$ cat config.mk
export PLATFORM = sky130hd
export DESIGN_NAME = ti_sbox_seq_flat
export DESIGN_NICKNAME = d
export VERILOG_FILES = /design/src/rtl/ti_sbox_seq_if.sv /design/src/rtl/ti_sbox_seq.sv /design/src/flat_wrapper.sv
export SDC_FILE = /design/constraint.sdc
export NUM_CORES = 1
export LEC_CHECK = 0
export ABC_AREA = 0
export ABC_CLOCK_PERIOD_IN_PS = 1700
export CAP_MARGIN = 15
export CORE_MARGIN = 2
export CORE_UTILIZATION = 45
export CTS_CLUSTER_DIAMETER = 50
export DETAILED_ROUTE_END_ITERATION = 7
export GPL_TIMING_DRIVEN = 0
export PLACE_DENSITY = 0.78
export SLEW_MARGIN = 20
export SYNTH_ARGS = -nofsm -noshare
export SYNTH_HDL_FRONTEND = slang
export SYNTH_SLANG_ARGS = --single-unit
$ cat constraint.sdc
create_clock -name clk -period 1.7 [get_ports clk]
set_input_delay 0.255 -clock clk [delete_from_list [all_inputs] [get_ports clk]]
set_output_delay 0.255 -clock clk [all_outputs]
set_load 0.01 [all_outputs]
$ cat src/rtl/ti_sbox_seq_if.sv
// Narrow word stream bundle for the TI share sequencer: input words in,
// serialised output shares out, each with a valid/ready handshake.
interface ti_sbox_seq_if #(
  parameter int W = 8
);
  logic         in_valid;
  logic         in_ready;
  logic [W-1:0] in_data;
  logic         out_valid;
  logic         out_ready;
  logic [W-1:0] out_data;
  logic         out_last;

  modport slave (
    input  in_valid, in_data, out_ready,
    output in_ready, out_valid, out_data, out_last
  );

  modport master (
    output in_valid, in_data, out_ready,
    input  in_ready, out_valid, out_data, out_last
  );
endinterface

$ cat src/rtl/ti_sbox_seq.sv
// Share sequencer for a TI masked S-box core: deserialises shares and fresh
// randomness, fires the core, waits its latency, then serialises the result.
module ti_sbox_seq #(
  parameter int W        = 8,
  parameter int N_SHARES = 3,
  parameter int N_RAND   = 2,
  parameter int CORE_LAT = 2
) (
  input  logic                                   clk,
  input  logic                                   rst,
  ti_sbox_seq_if.slave                           bus,
  input  logic                                   recombine,
  output logic [N_SHARES*W-1:0]                  core_shares,
  output logic [((N_RAND > 0) ? N_RAND : 1)*W-1:0] core_rand,
  output logic                                   core_start,
  input  logic [N_SHARES*W-1:0]                  core_out_shares,
  output logic                                   busy
);

  localparam int NW  = N_SHARES + N_RAND;
  localparam int WCW = (NW > 1) ? $clog2(NW) : 1;
  localparam int LW  = (CORE_LAT > 0) ? $clog2(CORE_LAT + 1) : 1;
  localparam int OCW = (N_SHARES > 1) ? $clog2(N_SHARES) : 1;
  localparam int RW  = ((N_RAND > 0) ? N_RAND : 1) * W;

  typedef enum logic [1:0] {S_LOAD, S_WAIT, S_UNLOAD} state_e;

  state_e                state_q, state_d;
  logic [WCW-1:0]        wcnt_q, wcnt_d;
  logic [LW-1:0]         lat_q, lat_d;
  logic [OCW-1:0]        ocnt_q, ocnt_d;
  logic [N_SHARES*W-1:0] shares_q, shares_d;
  logic [RW-1:0]         rand_q, rand_d;
  logic [N_SHARES*W-1:0] obuf_q, obuf_d;
  logic                  rec_q, rec_d;

  logic in_acc, out_acc, last_word, lat_done, out_is_last;
  logic [W-1:0] share_sel;

  function automatic logic [W-1:0] xor_shares(input logic [N_SHARES*W-1:0] v);
    logic [W-1:0] acc;
    acc = '0;
    for (int k = 0; k < N_SHARES; k++) acc = acc ^ v[k*W +: W];
    return acc;
  endfunction

  assign in_acc      = (state_q == S_LOAD) && bus.in_valid;
  assign out_acc     = (state_q == S_UNLOAD) && bus.out_ready;
  assign last_word   = (wcnt_q == WCW'(NW - 1));
  assign lat_done    = (lat_q == LW'(CORE_LAT));
  assign out_is_last = rec_q || (ocnt_q == OCW'(N_SHARES - 1));

  always_ff @(posedge clk) begin
    if (rst) begin
      state_q  <= S_LOAD;
      wcnt_q   <= '0;
      lat_q    <= '0;
      ocnt_q   <= '0;
      shares_q <= '0;
      rand_q   <= '0;
      obuf_q   <= '0;
      rec_q    <= 1'b0;
    end else begin
      state_q  <= state_d;
      wcnt_q   <= wcnt_d;
      lat_q    <= lat_d;
      ocnt_q   <= ocnt_d;
      shares_q <= shares_d;
      rand_q   <= rand_d;
      obuf_q   <= obuf_d;
      rec_q    <= rec_d;
    end
  end

  always_comb begin
    state_d = state_q;
    unique case (state_q)
      S_LOAD:   if (in_acc && last_word) state_d = S_WAIT;
      S_WAIT:   if (lat_done) state_d = S_UNLOAD;
      S_UNLOAD: if (out_acc && out_is_last) state_d = S_LOAD;
      default:  state_d = S_LOAD;
    endcase
  end

  // Each counter returns to zero when its state is left, so a new packet
  // always starts from slot 0 without any explicit clear step.
  always_comb begin
    wcnt_d   = wcnt_q;
    lat_d    = lat_q;
    ocnt_d   = ocnt_q;
    shares_d = shares_q;
    rand_d   = rand_q;
    obuf_d   = obuf_q;
    rec_d    = rec_q;
    unique case (state_q)
      S_LOAD: begin
        if (in_acc) begin
          for (int k = 0; k < N_SHARES; k++)
            if (wcnt_q == WCW'(k)) shares_d[k*W +: W] = bus.in_data;
          for (int j = 0; j < N_RAND; j++)
            if (wcnt_q == WCW'(N_SHARES + j)) rand_d[j*W +: W] = bus.in_data;
          wcnt_d = last_word ? '0 : wcnt_q + WCW'(1);
        end
      end
      S_WAIT: begin
        if (lat_q == '0) rec_d = recombine;
        if (lat_done) begin
          obuf_d = core_out_shares;
          lat_d  = '0;
        end else begin
          lat_d = lat_q + LW'(1);
        end
      end
      S_UNLOAD: begin
        if (out_acc) ocnt_d = out_is_last ? '0 : ocnt_q + OCW'(1);
      end
      default: ;
    endcase
  end

  always_comb begin
    share_sel = '0;
    for (int k = 0; k < N_SHARES; k++)
      if (ocnt_q == OCW'(k)) share_sel = obuf_q[k*W +: W];
  end

  always_comb begin
    bus.in_ready  = (state_q == S_LOAD);
    bus.out_valid = (state_q == S_UNLOAD);
    bus.out_last  = (state_q == S_UNLOAD) && out_is_last;
    bus.out_data  = rec_q ? xor_shares(obuf_q) : share_sel;
    core_start    = (state_q == S_WAIT) && (lat_q == '0);
    busy          = !((state_q == S_LOAD) && (wcnt_q == '0));
  end

  assign core_shares = shares_q;
  assign core_rand   = rand_q;

endmodule

$ cat src/flat_wrapper.sv
// flat-port wrapper written by rule: the top's interface ports become plain ports
module ti_sbox_seq_flat 
#(
  parameter int W        = 8,
  parameter int N_SHARES = 3,
  parameter int N_RAND   = 2,
  parameter int CORE_LAT = 2
)
  (clk, rst, recombine, core_shares, core_rand, core_start, core_out_shares, busy, bus_in_valid, bus_in_data, bus_out_ready, bus_in_ready, bus_out_valid, bus_out_data, bus_out_last);
  ti_sbox_seq_if #(.W(W)) bus_i ();
  input  logic clk;
  input  logic rst;
  input  logic recombine;
  output logic [N_SHARES*W-1:0] core_shares;
  output logic [((N_RAND > 0) ? N_RAND : 1)*W-1:0] core_rand;
  output logic core_start;
  input  logic [N_SHARES*W-1:0] core_out_shares;
  output logic busy;
  input wire logic [$bits(bus_i.in_valid)-1:0] bus_in_valid;
  input wire logic [$bits(bus_i.in_data)-1:0] bus_in_data;
  input wire logic [$bits(bus_i.out_ready)-1:0] bus_out_ready;
  output wire logic [$bits(bus_i.in_ready)-1:0] bus_in_ready;
  output wire logic [$bits(bus_i.out_valid)-1:0] bus_out_valid;
  output wire logic [$bits(bus_i.out_data)-1:0] bus_out_data;
  output wire logic [$bits(bus_i.out_last)-1:0] bus_out_last;
  assign bus_i.in_valid = bus_in_valid;
  assign bus_i.in_data = bus_in_data;
  assign bus_i.out_ready = bus_out_ready;
  assign bus_in_ready = bus_i.in_ready;
  assign bus_out_valid = bus_i.out_valid;
  assign bus_out_data = bus_i.out_data;
  assign bus_out_last = bus_i.out_last;
  ti_sbox_seq #(.W(W), .N_SHARES(N_SHARES), .N_RAND(N_RAND), .CORE_LAT(CORE_LAT)) u_core (.clk(clk), .rst(rst), .bus(bus_i), .recombine(recombine), .core_shares(core_shares), .core_rand(core_rand), .core_start(core_start), .core_out_shares(core_out_shares), .busy(busy));
endmodule
## Word level (Yosys, flattened, before mapping)

Cells that the tools add are included.

- Bits of input ports: 37
- Word-level logic and storage cells: 62
- Bits in registers: 74

- Bitwise gates (word level): 2
- Reductions and logical operators: 23
- Mux-type cells: 11
- Equal/unequal tests: 12
- Add/subtract/negate cells: 3

Operators with widths:

| operator | count |
|---|---|
| $mux 8 | 4 |
| $reduce_and 3->1 | 6 |
| $xor 8x8->8 | 2 |
| $mux 2 | 5 |
| $reduce_and 2->1 | 4 |
| $logic_and 1x1->1 | 7 |
| $eq 2x2->1 const B | 3 |
| $eq 3x2->1 const B | 2 |
| $logic_not 2->1 | 3 |
| $ne 2x1->1 const B | 3 |
| $pmux 2 s3 | 1 |
| $add 2x1->2 const B | 2 |
| $eq 2x1->1 const B | 2 |
| $add 3x1->3 const B | 1 |
| $eq 3x1->1 const B | 1 |
| $eq 3x3->1 const B | 1 |
| $logic_not 3->1 | 1 |
| $mux 3 | 1 |
| $logic_not 1->1 | 1 |
| $logic_or 1x1->1 | 1 |

## Depth between registers and ports, before layout

Gate-level depths: netlist of run 1.

- Depth after elaboration: 5
- Mapped depth: 6

## Least setup slack after synthesis of run 1

No wires, ideal clock.

- Path type: register to output
- From: register u_core.ocnt_q[1]
- To: output bus_out_data[5]
- Path buffers: 1
- Stages on the path, launching flop included: 7
- Slack: 0.169 ns
- Required time: 1.445 ns
- Arrival time: 1.276 ns
- Cells stage by stage: dfxtp_1 > inv_1 > ha_1 > clkbuf_1 > and3b_1 > a21oi_1 > o22ai_1

- Cells in the longest elaborated chain, start to end: 5
- Elaborated cells between the ends (all ways): 7
- Classes of those cells: 2 x eq/ne; 4 x mux; 1 x reduce/logical

RTL lines:

| element | line | text |
|---|---|---|
| from (decl) | ti_sbox_seq.sv:31 | `logic [OCW-1:0] ocnt_q, ocnt_d;` |
| from (signal assigned) | ti_sbox_seq.sv:67 | `ocnt_q <= ocnt_d;` |
| $logic_not 2->1 | ti_sbox_seq.sv:124 | `if (ocnt_q == OCW'(k)) share_sel = obuf_q[k*W +: W];` |
| $mux 8 (2 in series) | ti_sbox_seq.sv:124 |  |
| $mux 8 (*) | ti_sbox_seq.sv:124 |  |
| $mux 8 (*) | ti_sbox_seq.sv:131 | `bus.out_data = rec_q ? xor_shares(obuf_q) : share_sel;` |
| to (decl) | flat_wrapper.sv:24 | `output wire logic [$bits(bus_i.out_data)-1:0] bus_out_data;` |

Mark *: on every way between the ends. The rest lies on a longest branch, timed or not.

## Worst setup path in the final report of run 1

- From: register u_core.ocnt_q[1]
- To: output bus_out_data[4]

The elaborated chain is that of the path after synthesis.

==> flow_summary.json, run 1 <==
{
  "grt_start_max_net_pins": 15,
  "htree_levels": 3,
  "synth.yosys.seq_area_share_pct": 43.37,
  "overall_routing_resource_usage_pct": 22.68,
  "wl_per_cell_um": 16.25,
  "gp_routability_congestion": 0.8464,
  "final_min_period_over_clock_period_pct": 116.1,
  "syn_nets": 424,
  "vias_in_the_first_global_route": 3099,
  "timing.final.ws_setup_ps": -274.5,
  "grt_antenna_before_repair": 0,
  "yosys_warnings": 0,
  "tightest_slew_ps": 644.1,
  "timing.critical_path.to_type": "primary output",
  "die_width_um": 91.13,
  "peakVddDrop_v": 0.0004826,
  "tritonroute_pass_1_iters": 5,
  "postLayoutCellArea_um2": 4848,
  "cts_sinks": 74,
  "synth_flop_cell": "dfxtp_1",
  "fin_worst_skew_ps": 10.62,
  "max_cap_viol_count": 0,
  "p_leak_nw": 1.907,
  "core_area_um2": 7292,
  "hold-worst-slack_ps": 445.0,
  "cp.required_ps": 1440,
  "total_area_of_multi_input_combinational_cells_um2": 1902,
  "area_delta_synth_final_pct": 41.94,
  "hold_path_class": "in -> reg",
  "floorplan.initialDensity_pct": 46.84,
  "criticalPathCategory": "reg -> out",
  "synth.ff_latch_count": 74,
  "numCtsBuffers": 9,
  "final_hold_viol_count": 0,
  "worst_ep_arrival_time_ps": 1720,
  "timing.critical_path.fanout_max": 4,
  "worst_setup_hold_path_clk_slew_ps": 80,
  "timing_max_transition_violations_final": 0,
  "detailroute.via_count": 3141,
  "totalPowerFinal_mw": 3.546,
  "route.detailed.vias_per_inst": 5.333,
  "cts_hold_buffers": 0,
  "route.antenna.remaining_nets": 0,
  "finalWirelength_um": 9570,
  "gr-total-overflow": 0,
  "violations_in_the_final_reports": "setup timing",
  "place.detailed.instances": 566,
  "fin_setup_tns_ps": -1747,
  "post_synthesis_cell_type_count": 33,
  "drive_above_1_share_pct": 17.35,
  "count_of_input_and_output_buffers": 88,
  "syn-cell-area_um2": 3416,
  "io_pins": 90,
  "clockBufferDepth": 2,
  "result_of_the_run": "finished with violations",
  "drt_iter0_drc": 160,
  "synth-edff-count": 0,
  "tritoncts": "built",
  "asyncSetResetFlopFracSynth_pct": 0,
  "layout.filler_cells": 627,
  "worstSkewPairLatency_ps": 360,
  "nets": 530,
  "cts.root.buffer_cell": "clkbuf_8",
  "synth_cells": 379,
  "layout_min_cycle_time_ps": 1974,
  "sequential_cell_area_um2": 1493,
  "n_antenna_cell": 0,
  "crit_path_start_kind": "register",
  "die_height_um": 91.13,
  "rsz_0062_raised_after_global_routing": "true",
  "power.density_nw_per_um2": 731.3,
  "grt_pass1_wl_um": 15210,
  "preCtsSetupSlack_ps": -483.8,
  "finalSetupViolCount": 8,
  "route.detailed.drc": 0,
  "layoutNonFillerInstCount": 589,
  "place.detailed.hpwl_um": 6419,
  "die-area_um2": 8304,
  "std_cell_rows": 31,
  "layout.core_utilization_pct": 66.49,
  "post_synth.cell_area_avg_um2": 9.013,
  "fmax_mhz": 506.5,
  "slew-limit-headroom_pct": 57.06,
  "cell_area_after_placement_um2": 4420
}
## final timing paths
kind	from	to	slack, ps	cells after the start
max	u_core.ocnt_q[1]$_SDFFE_PP0P_	bus_out_data[4]	-270	7
min	core_out_shares[0]	u_core.obuf_q[0]$_SDFFE_PP0P_	440	3
max reg2reg	u_core.ocnt_q[0]$_SDFFE_PP0P_	u_core.ocnt_q[0]$_SDFFE_PP0P_	20	7
min reg2reg	u_core.obuf_q[22]$_SDFFE_PP0P_	u_core.obuf_q[22]$_SDFFE_PP0P_	480	2
## where the power goes
part,internal (mW),total (mW),switching [mW]
clock,0.687,1.41,0.722
sequential,1.76,1.78,0.0215
combinational,0.196,0.352,0.157
total,2.65,3.55,0.900
## cell type report
type	instances	share of cell area (%)
flip-flops and latches	74	30.79
multi-input cells	272	39.23
clock buffers	9	2.555
well taps	99	2.555
clock inverters	7	1.626
plain buffers	25	3.561
repair buffers	96	19.05
inverters	7	0.6452
## cell usage after synthesis (all sizes together) (2+ instances only)
| cell | number | area share (%) |
|---|---|---|
| dfxtp | 74 | 43 |
| a21oi | 56 | 8.2 |
| nand2 | 56 | 6.3 |
| nand2b | 35 | 6.4 |
| mux2i | 33 | 9.7 |
| clkbuf | 15 | 1.6 |
| nor2 | 14 | 1.5 |
| buf | 11 | 2.9 |
| nand3 | 11 | 1.6 |
| and3b | 9 | 2.3 |
| o22ai | 9 | 1.6 |
| ha | 8 | 2.9 |
| o211a | 8 | 2.3 |
| o21ai | 8 | 1.2 |
| xor2 | 8 | 2.1 |
| inv | 7 | 0.77 |
| nor4bb | 3 | 0.88 |
| and2 | 2 | 0.44 |
| nor4b | 2 | 1.4 |
| or3 | 2 | 0.37 |
## metal layers
| layer | track usage [%] | vias up | wire length, µm |
|---|---|---|---|
| li1 | - | 1508 | - |
| met1 | 30.08 | 1524 | 4362 |
| met2 | 36.60 | 94 | 4693 |
| met3 | 4.647 | 15 | 376 |
| met4 | 8.207 | 0 | 138 |
| met5 | 0 | - | 0 |
## timing repair
item,4_1_cts,5_1_grt
setup buffers,6,2
gates resized for setup,76,19
pin swaps,6,7
cloned,1,0
endpoints found under the setup margin,13,14
endpoints found under the hold margin,0,0
## cell families after synthesis
| family | Yosys count | share of synthesized area, % |
|---|---|---|
| compound gates | 82 | 13.59 |
| xor+xnor | 8 | 2.051 |
| fa+ha+maj | 8 | 2.931 |
| buf+inv | 33 | 5.348 |
| flops | 74 | 43.37 |
| mux | 33 | 9.670 |
| simple gates | 141 | 23.04 |
## critical path: stages (launching register included)
cell and delay (ps):
dfxtp_4 390, inv_4 50, ha_4 170, buf_6 120, and3b_1 230, a21oi_2 60
o22ai_2 200, buf_2 160
## sequential cells by signal, summed over array words and instances (netlist names)
name and count:
u_core.lat_q 2, u_core.obuf_q 24, u_core.state_q 2, u_core.rec_q 1, u_core.ocnt_q 2, u_core.wcnt_q 3
u_core.core_shares 24, u_core.core_rand 16
## layout by cell type, fill, tap and decap left out, drive strengths merged, types with 3 or more instances in the layout
cell           instances
nand2                 56
inv                    8
mux2i                 33
o211a                  8
and3b                  9
nor2                  14
o21ai                  8
clkinvlp               3
o22ai                  9
clkbuf                24
nor4bb                 3
dfxtp                 74
a21oi                 56
nand3                 11
clkdlybuf4s50         75
nand2b                35
xor2                   8
dlygate4sd2            3
ha                     8
buf                   27
Note: power is estimated with default switching activity, not from simulation.
==> inputs of run 2 (changes only) <==
Settings changed: ABC_CLOCK_PERIOD_IN_PS 1700 to default.
==> results of run 2 <==
Same layout as run 1: the final DEF is identical, and so are final timing and power.
==> inputs of run 3 (changes only) <==
Settings changed: CORE_MARGIN 2 to default.
==> run 3 against run 2 <==
The run still ends with setup timing left. Sequential cell count is the same. Critical path depth is the same. Final area shrank 0.26%. Final cell count grew 0.17%. Hold slack gained 8.8 ps. Die area shrank 4.3%. Via count shrank 0.19%. First-iteration DRC count shrank 20%. Sequential share of layout area grew 0.080 points. Non-clock buffer count grew 2. Clock power shrank 8%.
==> flow_summary.json, run 3 (synthesized netlist as in run 1, its figures left out) <==
{
  "detailroute.via_count": 3135,
  "timing_max_transition_violations_final": 0,
  "cp.required_ps": 1440,
  "critical_path.cell_chain": "inv_4 -> ha_4 -> buf_6 -> and3b_1 -> a21oi_2 -> o22ai_2 -> buf_2",
  "std_cell_rows": 31,
  "power.density_nw_per_um2": 709.4,
  "worstReg2RegStart": "u_core.ocnt_q[0]$_SDFFE_PP0P_",
  "place.detailed.hpwl_um": 6474,
  "grt_antenna_before_repair": 0,
  "gp_routability_congestion": 0.8562,
  "route.antenna.remaining_nets": 0,
  "finalSetupViolCount": 8,
  "peakVddDrop_v": 0.0004312,
  "slew-limit-headroom_pct": 57.72,
  "slowest_delay_ps": 380,
  "r2r_setup_slack_ps": 20,
  "result_of_the_run": "finished with violations",
  "hold_start": "core_out_shares[7]",
  "timing.critical_path.fanout_max": 5,
  "die_height_um": 89.13,
  "criticalPathCategory": "reg -> out",
  "hold_path_class": "in -> reg",
  "crit_path_start_kind": "register",
  "layout.filler_cells": 640,
  "violations_in_the_final_reports": "setup timing",
  "fin_setup_tns_ps": -1561,
  "layout_common_cells": "75 x clkdlybuf4s50_1, 69 x dfxtp_1, 54 x nand2_1, 49 x a21oi_1, 34 x nand2b_1",
  "count_of_input_and_output_buffers": 88,
  "tightest_slew_ps": 631.5,
  "final_hold_viol_count": 0,
  "finalWirelength_um": 9531,
  "timing.critical_path.to_type": "primary output",
  "drt_iter0_drc": 128,
  "worstRegToRegCells": 7,
  "route.detailed.drc": 0,
  "max_cap_viol_count": 0,
  "area_delta_synth_final_pct": 41.58,
  "place.detailed.instances": 566,
  "n_antenna_cell": 0,
  "preCtsSetupSlack_ps": -523.8,
  "sequential_cell_area_um2": 1493,
  "overall_routing_resource_usage_pct": 25.34,
  "final_common_cell": "clkdlybuf4s50_1",
  "hold-worst-slack_ps": 453.8,
  "top_cell_family_by_delay_on_the_critical_path": "flip-flops",
  "worstSkewPairLatency_ps": 340,
  "worst_ep_arrival_time_ps": 1680,
  "route.detailed.vias_per_inst": 5.314,
  "timing.final.ws_setup_ps": -232.2,
  "postLayoutCellArea_um2": 4836,
  "hold_end": "u_core.obuf_q[7]$_SDFFE_PP0P_",
  "r2r-end": "u_core.ocnt_q[0]$_SDFFE_PP0P_",
  "gr-total-overflow": 0,
  "numCtsBuffers": 9,
  "grt_pass1_wl_um": 15180,
  "rsz_0062_raised_after_global_routing": "true",
  "cts_sinks": 74,
  "hold-path-cell-count": 3,
  "layoutNonFillerInstCount": 590,
  "die_width_um": 89.13,
  "final_min_period_over_clock_period_pct": 113.7,
  "cell_area_after_placement_um2": 4420,
  "timing.critical_path.buf_inv": 3,
  "clockBufferDepth": 2,
  "layout_min_cycle_time_ps": 1932,
  "io_pins": 90,
  "vias_in_the_first_global_route": 3106,
  "worst_path_max_delay_cell": "dfxtp_4",
  "core_area_um2": 7292,
  "cts.root.buffer_cell": "clkbuf_8",
  "die-area_um2": 7943,
  "worst_setup_hold_path_clk_slew_ps": 70,
  "fmax_mhz": 517.5,
  "grt_start_max_net_pins": 12,
  "floorplan.initialDensity_pct": 46.84,
  "drive_above_1_share_pct": 16.90,
  "tritonroute_pass_1_iters": 4,
  "tritoncts": "built",
  "nets": 532,
  "fin_worst_skew_ps": 9.268,
  "htree_levels": 3,
  "p_leak_nw": 1.923,
  "wl_per_cell_um": 16.15,
  "total_area_of_multi_input_combinational_cells_um2": 1896
}
[run 3: cell types whose count changed in the layout (fill, tap and decap cells not counted), sizes merged]
| cell | before | now |
|---|---|---|
| buf | 27 | 31 |
| clkbuf | 24 | 27 |
| clkinv | 2 | 0 |
| clkinvlp | 3 | 1 |
| bufinv | 1 | 0 |
| inv | 8 | 7 |
[run 3: how the worst max path moves through the flow]
stage | startpoint | to | slack [ps] | depth (start not counted)
global placement | u_core.ocnt_q[1]$_SDFFE_PP0P_ | bus_out_data[6] | -450 | 7
floorplan | u_core.ocnt_q[1]$_SDFFE_PP0P_ | bus_out_data[5] | 170 | 6
finish | u_core.ocnt_q[1]$_SDFFE_PP0P_ | bus_out_data[2] | -230 | 7
global route | u_core.ocnt_q[1]$_SDFFE_PP0P_ | bus_out_data[5] | -300 | 7
CTS | u_core.ocnt_q[1]$_SDFFE_PP0P_ | bus_out_data[5] | -230 | 7
detailed placement | u_core.ocnt_q[1]$_SDFFE_PP0P_ | bus_out_data[5] | -520 | 7
[run 3: final cells by class]
type | count | share of cell area [%]
Buffer | 25 | 3.674
Sequential cell | 74 | 30.87
Tap cell | 99 | 2.561
Timing Repair Buffer | 98 | 19.12
Inverter | 7 | 0.6468
Clock buffer | 14 | 3.777
Multi-Input combinational cell | 272 | 39.20
Clock inverter | 1 | 0.1552
[run 3: metal layers]
metal | GRT usage [%] | share of wire, % | vias to the layer above
met5 | 0 | 0 | -
met4 | 11.26 | 1.7 | 0
met3 | 3.416 | 4.3 | 14
met2 | 42.33 | 50 | 98
met1 | 32.74 | 44 | 1508
li1 | - | - | 1515
[run 3: timing repair]
action                     in CTS  in global routing
pin swaps                       4                  5
resized for setup              73                 22
cloned                          1                  0
hold buffers                    0                  0
setup buffers                   8                  2
setup endpoints to repair      13                 20
[run 3: through the flow]
stage,utilization [%],power (mW)
2_1_floorplan,-,1.974
3_3_place_gp,60.62,2.168
3_5_place_dp,60.62,2.175
4_1_cts,65.27,3.449
5_1_grt,66.32,3.558
6_report,66.32,3.431
[run 3: tightest hold or removal path: stages]
cell and delay [ps]:
clkdlybuf4s50_1 390, nand2_1 50, a21oi_1 50
[run 3: report_power, final]
part           leakage (nW)  internal [mW]  switching, mW  total, mW
logic                  1.23          0.194          0.156      0.349
clock network        0.0948          0.683          0.612       1.30
registers             0.601           1.76         0.0217       1.79
total                  1.92           2.64          0.789       3.43
